## src/rtl/mem8x8_initiator_pkg.sv

```systemverilog
// Shared definitions for the 8x8 memory array initiator: state encoding,
// default widths and write-flag constants.
package mem8x8_initiator_pkg;

   localparam int ADDR_W_DEF = 3;
   localparam int DATA_W_DEF = 8;

   localparam logic WE_READ  = 1'b0;
   localparam logic WE_WRITE = 1'b1;

   typedef enum logic [1:0] {
      ST_IDLE  = 2'd0,
      ST_ISSUE = 2'd1,
      ST_WAIT  = 2'd2,
      ST_DONE  = 2'd3
   } state_t;

endpackage

```

## src/rtl/mem8x8_initiator_onehot_dec.sv

```systemverilog
// Combinational row-address to one-hot row-select decoder.
module mem_onehot_dec #(
   parameter int ADDR_W = 3
) (
   input  logic [ADDR_W-1:0]      addr,
   output logic [2**ADDR_W-1:0]   onehot
);

   always_comb begin
      onehot       = '0;
      onehot[addr] = 1'b1;
   end

endmodule

```

## src/rtl/mem8x8_initiator.sv

```systemverilog
// Host-side access controller for the 8x8 memory array: one command at a
// time, issues sel/op/we to the addressed row and waits for its valid.
//
// state    | meaning
// ST_IDLE  | ready for a host command
// ST_ISSUE | one-cycle op strobe to the selected row
// ST_WAIT  | waiting for mem_valid or timeout
// ST_DONE  | one-cycle response pulse to the host
module mem8x8_initiator
   import mem8x8_initiator_pkg::*;
#(
   parameter int ADDR_W  = ADDR_W_DEF,
   parameter int DATA_W  = DATA_W_DEF,
   parameter int TIMEOUT = 15,
   parameter int CNT_W   = 4
) (
   input  logic                    clkPE,
   input  logic                    rstN,
   input  logic                    req_valid,
   output logic                    req_ready,
   input  logic                    req_we,
   input  logic [ADDR_W-1:0]       req_addr,
   input  logic [DATA_W-1:0]       req_wdata,
   output logic                    rsp_valid,
   output logic [DATA_W-1:0]       rsp_rdata,
   output logic                    rsp_err,
   output logic [2**ADDR_W-1:0]    mem_sel,
   output logic                    mem_op,
   output logic                    mem_we,
   output logic [DATA_W-1:0]       mem_wdata,
   input  logic [DATA_W-1:0]       mem_rdata,
   input  logic                    mem_valid,
   output logic                    busy
);

   localparam logic [CNT_W-1:0] CNT_LAST = CNT_W'(TIMEOUT - 1);

   state_t                  state;
   logic [CNT_W-1:0]        cnt;
   logic [2**ADDR_W-1:0]    sel_dec;

   mem_onehot_dec #(.ADDR_W(ADDR_W)) u_dec (
      .addr   (req_addr),
      .onehot (sel_dec)
   );

   // Array-side outputs are loaded on the accept edge so they are already
   // registered and valid during the ISSUE cycle.
   always_ff @(posedge clkPE or negedge rstN) begin
      if (!rstN) begin
         state     <= ST_IDLE;
         cnt       <= '0;
         req_ready <= 1'b0;
         busy      <= 1'b0;
         rsp_valid <= 1'b0;
         rsp_rdata <= '0;
         rsp_err   <= 1'b0;
         mem_sel   <= '0;
         mem_op    <= 1'b0;
         mem_we    <= 1'b0;
         mem_wdata <= '0;
      end else begin
         rsp_valid <= 1'b0;
         mem_op    <= 1'b0;
         case (state)
            ST_IDLE: begin
               req_ready <= 1'b1;
               if (req_valid && req_ready) begin
                  state     <= ST_ISSUE;
                  req_ready <= 1'b0;
                  busy      <= 1'b1;
                  mem_sel   <= sel_dec;
                  mem_op    <= 1'b1;
                  mem_we    <= req_we;
                  mem_wdata <= (req_we == WE_READ) ? '0 : req_wdata;
               end
            end
            ST_ISSUE: begin
               cnt   <= '0;
               state <= ST_WAIT;
            end
            ST_WAIT: begin
               cnt <= cnt + CNT_W'(1);
               // A valid on the expiry edge still counts as success.
               if (mem_valid || (cnt == CNT_LAST)) begin
                  state     <= ST_DONE;
                  rsp_valid <= 1'b1;
                  rsp_err   <= ~mem_valid;
                  rsp_rdata <= (mem_valid && (mem_we == WE_READ)) ? mem_rdata : '0;
                  mem_sel   <= '0;
                  mem_we    <= 1'b0;
                  mem_wdata <= '0;
               end
            end
            ST_DONE: begin
               state     <= ST_IDLE;
               busy      <= 1'b0;
               req_ready <= 1'b1;
            end
            default: state <= ST_IDLE;
         endcase
      end
   end

endmodule

```

## config.mk

```make
export PLATFORM = sky130hd
export DESIGN_NAME = mem8x8_initiator
export DESIGN_NICKNAME = d
export VERILOG_FILES = /design/src/rtl/mem8x8_initiator_pkg.sv /design/src/rtl/mem8x8_initiator_onehot_dec.sv /design/src/rtl/mem8x8_initiator.sv
export SDC_FILE = /design/constraint.sdc
export NUM_CORES = 1
export LEC_CHECK = 0
export BUFFER_PORTS_ARGS = -buffer_cell sky130_fd_sc_hd__clkbuf_2
export CORE_ASPECT_RATIO = 0.8
export CORE_UTILIZATION = 32
export DETAILED_ROUTE_END_ITERATION = 10
export MAX_ROUTING_LAYER = met4
export PLACE_DENSITY = 0.58
export SYNTH_ARGS = -nofsm -noshare
export SYNTH_HDL_FRONTEND = slang
export SYNTH_SLANG_ARGS = --single-unit
```

## constraint.sdc

```tcl
create_clock -name clkPE -period 1.75 [get_ports clkPE]
set_input_delay 0.35 -clock clkPE [delete_from_list [all_inputs] [get_ports clkPE]]
set_output_delay 0.35 -clock clkPE [all_outputs]
set_load 0.02 [all_outputs]
```

==> flow_metrics.tcl, run 1 <==
set metrics [dict create \
    synth_ff_type "dfrtp_1" \
    fin_crit_sh 0.9541 \
    rows 23 \
    postPlaceCellArea_sq_um 2127 \
    syn_nets 169 \
    ios 54 \
    finalHoldViolCount 0 \
    syn_area_sq_um 1694 \
    yosysSeqAreaShare 0.5318 \
    clk_path_buf_depth 2 \
    hold_buffers 0 \
    critPathKind "flip-flop to flip-flop" \
    start_util 0.3345 \
    viasPerCell 4.746 \
    post-place-ws_ns 0.06213 \
    portBuffers 53 \
    die_h_um 67.08 \
    hp-class "input pin to asynchronous set/reset pin" \
    wirelength_um 3559 \
    min_period_ns 1.670 \
    rsz0062_at_grt "false" \
    fmax_ghz 0.5989 \
    netlist_instances 140 \
    cts_buffers 5 \
    drive_gt1_frac 0.4476 \
    drtAntennaViolNets 0 \
    ys_seq_elements 36 \
    drt_iter0_drc 70 \
    firstDrtPassIters 4 \
    clockRootBuffer "clkbuf_8" \
    skew_ns 0.003882 \
    critPathLaunchType "flip-flop" \
    synth_edf_count 0 \
    core_area_sq_um 5065 \
    grt_pass1_vias 1216 \
    cp.arrival_ns 1.84 \
    powerDensity_nw_per_um2 1880 \
    n_antenna_cell 0 \
    synth_area_leaders "dfrtp_1 (53%), mux2i_1 (6.5%), and4b_1 (4.7%), mux2_2 (4.7%), a21o_1 (4.0%)" \
    grt_pass1_wl_um 5802 \
    place_congestion 0.7186 \
    cp_max_fo 15 \
    setup_viol 0 \
    nets 238 \
    groute.usage.overall 0.1414 \
    ctsResizeCount 0 \
    drc 0 \
    syn_to_final_growth_pct 33.23 \
    dieArea_sq_um 5591 \
    synth.distinct_cells 33 \
    cts_sinks 36 \
    ir_drop_mv 0.9396 \
    grt_max_degree 37 \
    die_w_um 83.35 \
    slew_viol_final 0 \
    slew_headroom 0.6889 \
    post_cts_buffers 0 \
    yosysMostFrequentCell "dfrtp_1" \
    cp.required_ns 1.92 \
    end_kind "flip-flop" \
    placedCellCount 259 \
    p_leak_nw 1.244 \
    synth_common_cells "dfrtp_1 (36), inv_1 (15), nand2_1 (13), mux2i_1 (11), a21o_1 (9)" \
    worst_slew_pin_slew_ns 0.4667 \
    cts-htree-levels 2 \
    yosys_warnings 0 \
    gr-total-overflow 0 \
    setup_ws_ns 0.08029 \
    dpl.hpwl_um 2565 \
    yosysTopAreaCell "dfrtp_1" \
    clkLatencyLatePin_ns 0.28 \
    detail_route.wl_per_cell_um 13.08 \
    synth_top_area_frac 0.5318 \
    clk_pin_slew_worst_paths_ns 0.07 \
    synth_area_per_cell_sq_um 12.10 \
    cap_violations 0 \
    grt_antenna_before_repair 0 \
    synthArstFlopShare 1.000 \
    outcome "finished clean" \
    cts_tree "built" \
    vias 1291 \
    stdcell_count 272 \
    design_area_sq_um 2257 \
]
[sequential cells by signal (all words and copies together) (netlist names), 2 cells and up]
signal and cells:
cnt 4, rsp_rdata 8, mem_sel 8, state 2
mem_wdata 8
[placed cells by master, fill, tap and decap left out, types with 3 or more instances in the layout]
| cell | instances |
|---|---|
| a21o_1 | 9 |
| and4b_1 | 8 |
| buf_4 | 13 |
| clkbuf_2 | 53 |
| clkbuf_8 | 6 |
| dfrtp_1 | 36 |
| ha_4 | 3 |
| inv_1 | 13 |
| mux2_2 | 7 |
| mux2i_1 | 11 |
| nand2_1 | 13 |
| nor3_1 | 3 |
| nor4b_1 | 3 |
[path summary, 6_finish.rpt]
| kind | start | end | slack, ns | cells after the start |
|---|---|---|---|---|
| max in group asynchronous | rstN | rsp_err | 1.32 | 2 |
| worst min-delay path | rstN | busy | 0.09 | 2 |
| worst max-delay path | cnt[0] | mem_sel[1] | 0.08 | 6 |
| worst max register to register | cnt[0] | mem_sel[1] | 0.08 | 6 |
| worst min register to register | rsp_err | rsp_err | 0.48 | 1 |
| min in group clkPE | req_wdata[6] | mem_wdata[6] | 0.28 | 3 |
[critical path, stage by stage (launching register included)]
cell and delay (ns):
dfrtp_1 0.42, inv_2 0.10, ha_4 0.13, nand3_2 0.10
a221oi_4 0.28, buf_12 0.19, mux2_2 0.33
[final cells by class]
type / count / area (sq um)
sequential: 36 / 900.9
clock buffer: 6 / 82.58
fill: 498 / 2808
clock inverter: 2 / 10.01
multi-input combinational: 84 / 747.0
tap: 62 / 77.57
inverter: 15 / 56.30
timing repair buffer: 67 / 382.9
[stage by stage]
step | power [mW] | util | TNS [ns] | hold slack (ns)
global placement | 3.524 | 0.4200 | 0 | 0.4233
finish | 4.243 | 0.4457 | 0 | 0.09316
CTS | 4.175 | 0.4382 | 0 | 0.1092
detailed placement | 3.544 | 0.4200 | 0 | 0.4224
global route | 4.553 | 0.4457 | 0 | 0.1264
floorplan | 2.892 | - | -0.02042 | 0.05441
[logic make-up after synthesis]
kind of cell               count (synthesis)  share of synthesized area
buffers and inverters                     20                    0.05391
DFF                                       36                     0.5318
muxes                                     20                     0.1293
adders and majority gates                  5                    0.03693
AOI/OAI and AO/OA                         19                    0.09453
and+or+nand+nor                           40                     0.1536
[report_power, final]
group / total, mW / internal, mW / leakage (nW) / switching (mW)
Combinational: 2.25 / 1.06 / 0.721 / 1.19
Clock: 0.606 / 0.314 / 0.0510 / 0.292
Sequential: 1.39 / 1.17 / 0.472 / 0.223
Total: 4.24 / 2.54 / 1.24 / 1.70
[layer usage]
metal	track usage	vias to the layer above	part of all wire
met1	0.1829	623	0.49
li1	-	630	-
met2	0.2080	36	0.46
met3	0.03841	2	0.045
met4	0.06466	0	0.0096
met5	-	-	0
Power figures use the tool's default switching activity.
==> run 2: changes to the inputs <==
- RECOVER_POWER: not set -> 25
==> run 2 against run 1 <==
Effect of this change:
- final cell count unchanged
- combinational power about the same
- die area unchanged
- clock skew about the same
- hold slack better by 0.17 ns
- design area down 0.11%
- worst setup slack about the same
- register-to-register slack about the same
- clock power about the same
- highest routed layer unchanged
==> flow_metrics.tcl, run 2 (synthesis gave the netlist of run 1 again) <==
set metrics [dict create \
    critPathLaunchType "flip-flop" \
    syn_to_final_growth_pct 33.09 \
    fin_crit_sh 0.9541 \
    clkLatencyLatePin_ns 0.28 \
    cp.required_ns 1.92 \
    pwr-share-clk 0.143 \
    n_antenna_cell 0 \
    clockRootBuffer "clkbuf_8" \
    cts_buffers 5 \
    min_period_ns 1.670 \
    grt_pass1_vias 1216 \
    multiInputGateArea_sq_um 747.0 \
    cts_sinks 36 \
    grt_pass1_wl_um 5802 \
    cpMaxStageDelayCell "dfrtp_1" \
    wirelength_um 3559 \
    post-place-ws_ns 0.06213 \
    final_common_cell "clkbuf_2" \
    outcome "finished clean" \
    place_congestion 0.7186 \
    nFillCells 497 \
    critPathKind "flip-flop to flip-flop" \
    drive_gt1_frac 0.4476 \
    cap_violations 0 \
    dieArea_sq_um 5591 \
    firstDrtPassIters 4 \
    reg.largest.list "mem_sel: 8 flops, mem_wdata: 8 flops, rsp_rdata: 8 flops" \
    slew_headroom 0.3981 \
    skew_ns 0.003882 \
    cp_max_fo 15 \
    drc 0 \
    viasPerCell 4.746 \
    detail_route.wl_per_cell_um 13.08 \
    rsz0062_at_grt "false" \
    cts_tree "built" \
    vias 1291 \
    hold_buffers 0 \
    register_area_sq_um 900.9 \
    gr-total-overflow 0 \
    path_cells "inv_2 -> ha_4 -> nand3_2 -> a221oi_4 -> buf_12 -> mux2_2" \
    clk_pin_slew_worst_paths_ns 0.07 \
    slew_viol_final 0 \
    nets 238 \
    ir_drop_mv 0.9396 \
    start_util 0.3345 \
    worst_slew_pin_slew_ns 0.9029 \
    finalPower_mw 4.242 \
    clk_path_buf_depth 2 \
    die_w_um 83.35 \
    setup_ws_ns 0.08029 \
    stdcell_count 272 \
    groute.usage.overall 0.1414 \
    hp-class "input pin to asynchronous set/reset pin" \
    combPwrFrac 0.529 \
    die_h_um 67.08 \
    ios 54 \
    cts-htree-levels 2 \
    p_int_mw 2.539 \
    finalHoldViolCount 0 \
    dpl.hpwl_um 2565 \
    placedCellCount 259 \
    switching_share 0.4014 \
    p_seq_frac 0.328 \
    drt_iter0_drc 70 \
    fmax_ghz 0.5989 \
    rr_worst_depth 6 \
    p_switching_mw 1.703 \
    powerDensity_nw_per_um2 1882 \
    grt_max_degree 37 \
    cp.arrival_ns 1.84 \
    core_area_sq_um 5065 \
    critPathMaxStageDelay_ns 0.42 \
    grt_antenna_before_repair 0 \
    portBuffers 53 \
    setup_viol 0 \
    drtAntennaViolNets 0 \
    p_leak_nw 1.243 \
    rows 23 \
    layout_common_cells "clkbuf_2 (54), dfrtp_1 (36), inv_1 (13), nand2_1 (13), buf_4 (12)" \
    end_kind "flip-flop" \
]
-- run 2: changes by cell type in the layout (fill, tap and decap cells not counted), sizes merged --
cell / delta
buf: -1
clkbuf: +1
-- run 2: through the flow --
stage	util	area, sq um	hold WS (ns)	TNS (ns)
floorplan	-	1739	0.05441	-0.02042
global placement	0.4200	2127	0.4233	0
detailed placement	0.4200	2127	0.4224	0
CTS	0.4382	2220	0.1092	0
global route	0.4452	2255	0.2860	0
finish	0.4452	2255	0.2633	0
-- run 2: cell type report --
cell class	count	area share
flip-flops and latches	36	0.3996
inverters	15	0.02497
clock buffers	6	0.03663
clock inverters	2	0.004440
repair buffers	67	0.1687
multi-input cells	84	0.3313
well taps	62	0.03441
-- run 2: worst max-delay path: cells and delay by family (launching register included) --
| family | cells | cell delay [ns] |
|---|---|---|
| AND/OR/NAND/NOR | 1 | 0.10 |
| buffers and inverters | 2 | 0.29 |
| AO/OA/AOI/OAI | 1 | 0.28 |
| flip-flops | 1 | 0.42 |
| multiplexers | 1 | 0.33 |
| adder cells (fa/ha/maj) | 1 | 0.13 |
-- run 2: routing by layer --
layer,routed length [um],up-vias,track usage
met3,160,2,0.03841
li1,-,630,-
met4,34,0,0.06466
met5,0,-,-
met2,1630,36,0.2080
met1,1734,623,0.1829
-- run 2: what timing repair did --
action,in CTS,in global routing
resized for setup,0,0
setup endpoints to repair,0,7
setup buffers,0,5
-- run 2: power by group through the flow --
stage	clock network [mW]	logic (mW)	registers, mW
after floorplan	0	1.17	1.73
after detailed placement	0	2.13	1.41
after global routing	0.680	2.43	1.44
after global placement	0	2.12	1.41
final	0.606	2.25	1.39
after CTS	0.641	2.14	1.40
-- run 2: worst paths after layout --
path,from,end,slack (ns)
worst max register to register,cnt[0],mem_sel[1],0.08
max in group asynchronous,rstN,rsp_err,0.92
worst max-delay path,cnt[0],mem_sel[1],0.08
worst min register to register,rsp_err,rsp_err,0.48
worst min-delay path,rstN,busy,0.26
min in group clkPE,req_wdata[6],mem_wdata[6],0.28
==> run 3: changes to the inputs <==
==> constraint.sdc (replaced) <==
create_clock -name clkPE -period 1.75 [get_ports clkPE]
set_input_delay 0.35 -clock clkPE [delete_from_list [all_inputs] [get_ports clkPE]]
set_output_delay 0.35 -clock clkPE [all_outputs]
set_load 0.1 [all_outputs]
==> run 3 against run 2 <==
Effect of this change:
- first-iteration DRC count fell by 37%
- register-to-register slack got worse by 0.02 ns
- hold slack got worse by 0.0039 ns
- largest cell class unchanged
- fmax fell by 1.2%
- critical path type unchanged
- non-clock buffer count fell by 1
==> flow_metrics.tcl, run 3 (synthesis gave the netlist of run 1 again) <==
set metrics [dict create \
    detail_route.wl_per_cell_um 12.68 \
    cp.arrival_ns 1.86 \
    start_util 0.3345 \
    clk_pin_slew_worst_paths_ns 0.07 \
    clk_path_buf_depth 2 \
    drt_iter0_drc 44 \
    hp-class "input pin to asynchronous set/reset pin" \
    gr-total-overflow 0 \
    clkLatencyLatePin_ns 0.28 \
    fin_crit_sh 0.9658 \
    cap_violations 0 \
    top_layer "met4" \
    nets 237 \
    portBuffers 53 \
    dpl.hpwl_um 2516 \
    worst_slew_pin_slew_ns 0.8867 \
    cp.required_ns 1.92 \
    slew_viol_final 0 \
    layout_common_cells "clkbuf_2 (54), dfrtp_1 (35), inv_1 (15)" \
    ios 54 \
    vias 1279 \
    firstDrtPassIters 4 \
    fmax_ghz 0.5917 \
    syn_to_final_growth_pct 33.09 \
    reg.largest.list "mem_sel: 8 flops, mem_wdata: 8 flops, rsp_rdata: 8 flops" \
    die_h_um 67.08 \
    multiInputGateArea_sq_um 732.0 \
    groute.usage.overall 0.1349 \
    nFillCells 493 \
    place_congestion 0.7317 \
    finalHoldViolCount 0 \
    rsz0062_at_grt "true" \
    drtAntennaViolNets 0 \
    r2r_slack_ns 0.06 \
    stdcell_count 271 \
    cts_sinks 36 \
    rows 23 \
    cts-htree-levels 2 \
    grt_pass1_wl_um 5623 \
    wl_met3_um 139 \
    register_area_sq_um 904.6 \
    grt_pass1_vias 1210 \
    min_period_ns 1.690 \
    met2RoutedLength_um 1546 \
    grt_antenna_before_repair 0 \
    final_common_cell "clkbuf_2" \
    grt_max_degree 37 \
    n_antenna_cell 0 \
    dieArea_sq_um 5591 \
    wirelength_um 3435 \
    core_area_sq_um 5065 \
    slew_headroom 0.4089 \
    viasPerCell 4.720 \
    fin_tns_setup_ns 0 \
    critPathKind "flip-flop to flip-flop" \
    skew_ns 0.003955 \
    cts_buffers 5 \
    setup_viol 0 \
    cp_max_fo 12 \
    outcome "finished clean" \
    die_w_um 83.35 \
    drc 0 \
    clockRootBuffer "clkbuf_8" \
    drive_gt1_frac 0.4402 \
    placedCellCount 261 \
    wl_met1_um 1712 \
    critPathLaunchType "flip-flop" \
    end_kind "flip-flop" \
    cts_tree "built" \
]
## run 3: through the flow
| stage | hold slack [ns] | cell area (sq um) | utilization | setup slack [ns] |
|---|---|---|---|---|
| finish | 0.2594 | 2255 | 0.4452 | 0.05993 |
| floorplan | 0.05441 | 1718 | - | -0.04792 |
| CTS | 0.1115 | 2247 | 0.4437 | 0.01392 |
| global route | 0.2899 | 2255 | 0.4452 | -0.04829 |
| global placement | 0.4213 | 2121 | 0.4187 | 0.04704 |
| detailed placement | 0.4237 | 2121 | 0.4187 | -0.007832 |
## run 3: cell type report
class / instances / area share
well taps: 62 / 0.03441
inverters: 15 / 0.02497
clock buffers: 5 / 0.03052
clock inverters: 3 / 0.01887
repair buffers: 66 / 0.1654
flip-flops and latches: 36 / 0.4012
multi-input cells: 84 / 0.3246
## run 3: path summary, 6_finish.rpt
kind,from,end,cells past startpoint
max,cnt[0],mem_sel[0],6
min,rstN,mem_wdata[5],2
max reg2reg,cnt[0],mem_sel[0],6
min reg2reg,rsp_rdata[3],rsp_rdata[3],1
max in group asynchronous,rstN,req_ready,2
min in group clkPE,req_wdata[5],mem_wdata[5],3
## run 3: repair_timing
item | CTS | global route
pin swaps | 0 | 1
hold buffers | 0 | 0
endpoints found under the setup margin | 7 | 16
hold endpoints to repair | 0 | 0
resized for setup | 0 | 1
buffers inserted | 2 | 0
## run 3: per-layer routing
metal / global-route usage / vias up
li1: - / 628
met4: 0.05819 / 0
met2: 0.1998 / 34
met3: 0.03594 / 5
met5: - / -
met1: 0.1752 / 612
## run 3: worst max-delay path, stage by stage (launching register included)
cell,delay [ns]
dfrtp_1,0.40
inv_1,0.09
ha_1,0.18
nand3_2,0.12
a221oi_4,0.28
buf_12,0.18
mux2_2,0.33
Power of run 3 is left out: the tool's default activity adds up to more than one toggle a clock period on the data nets, which glitch-free logic cannot reach.
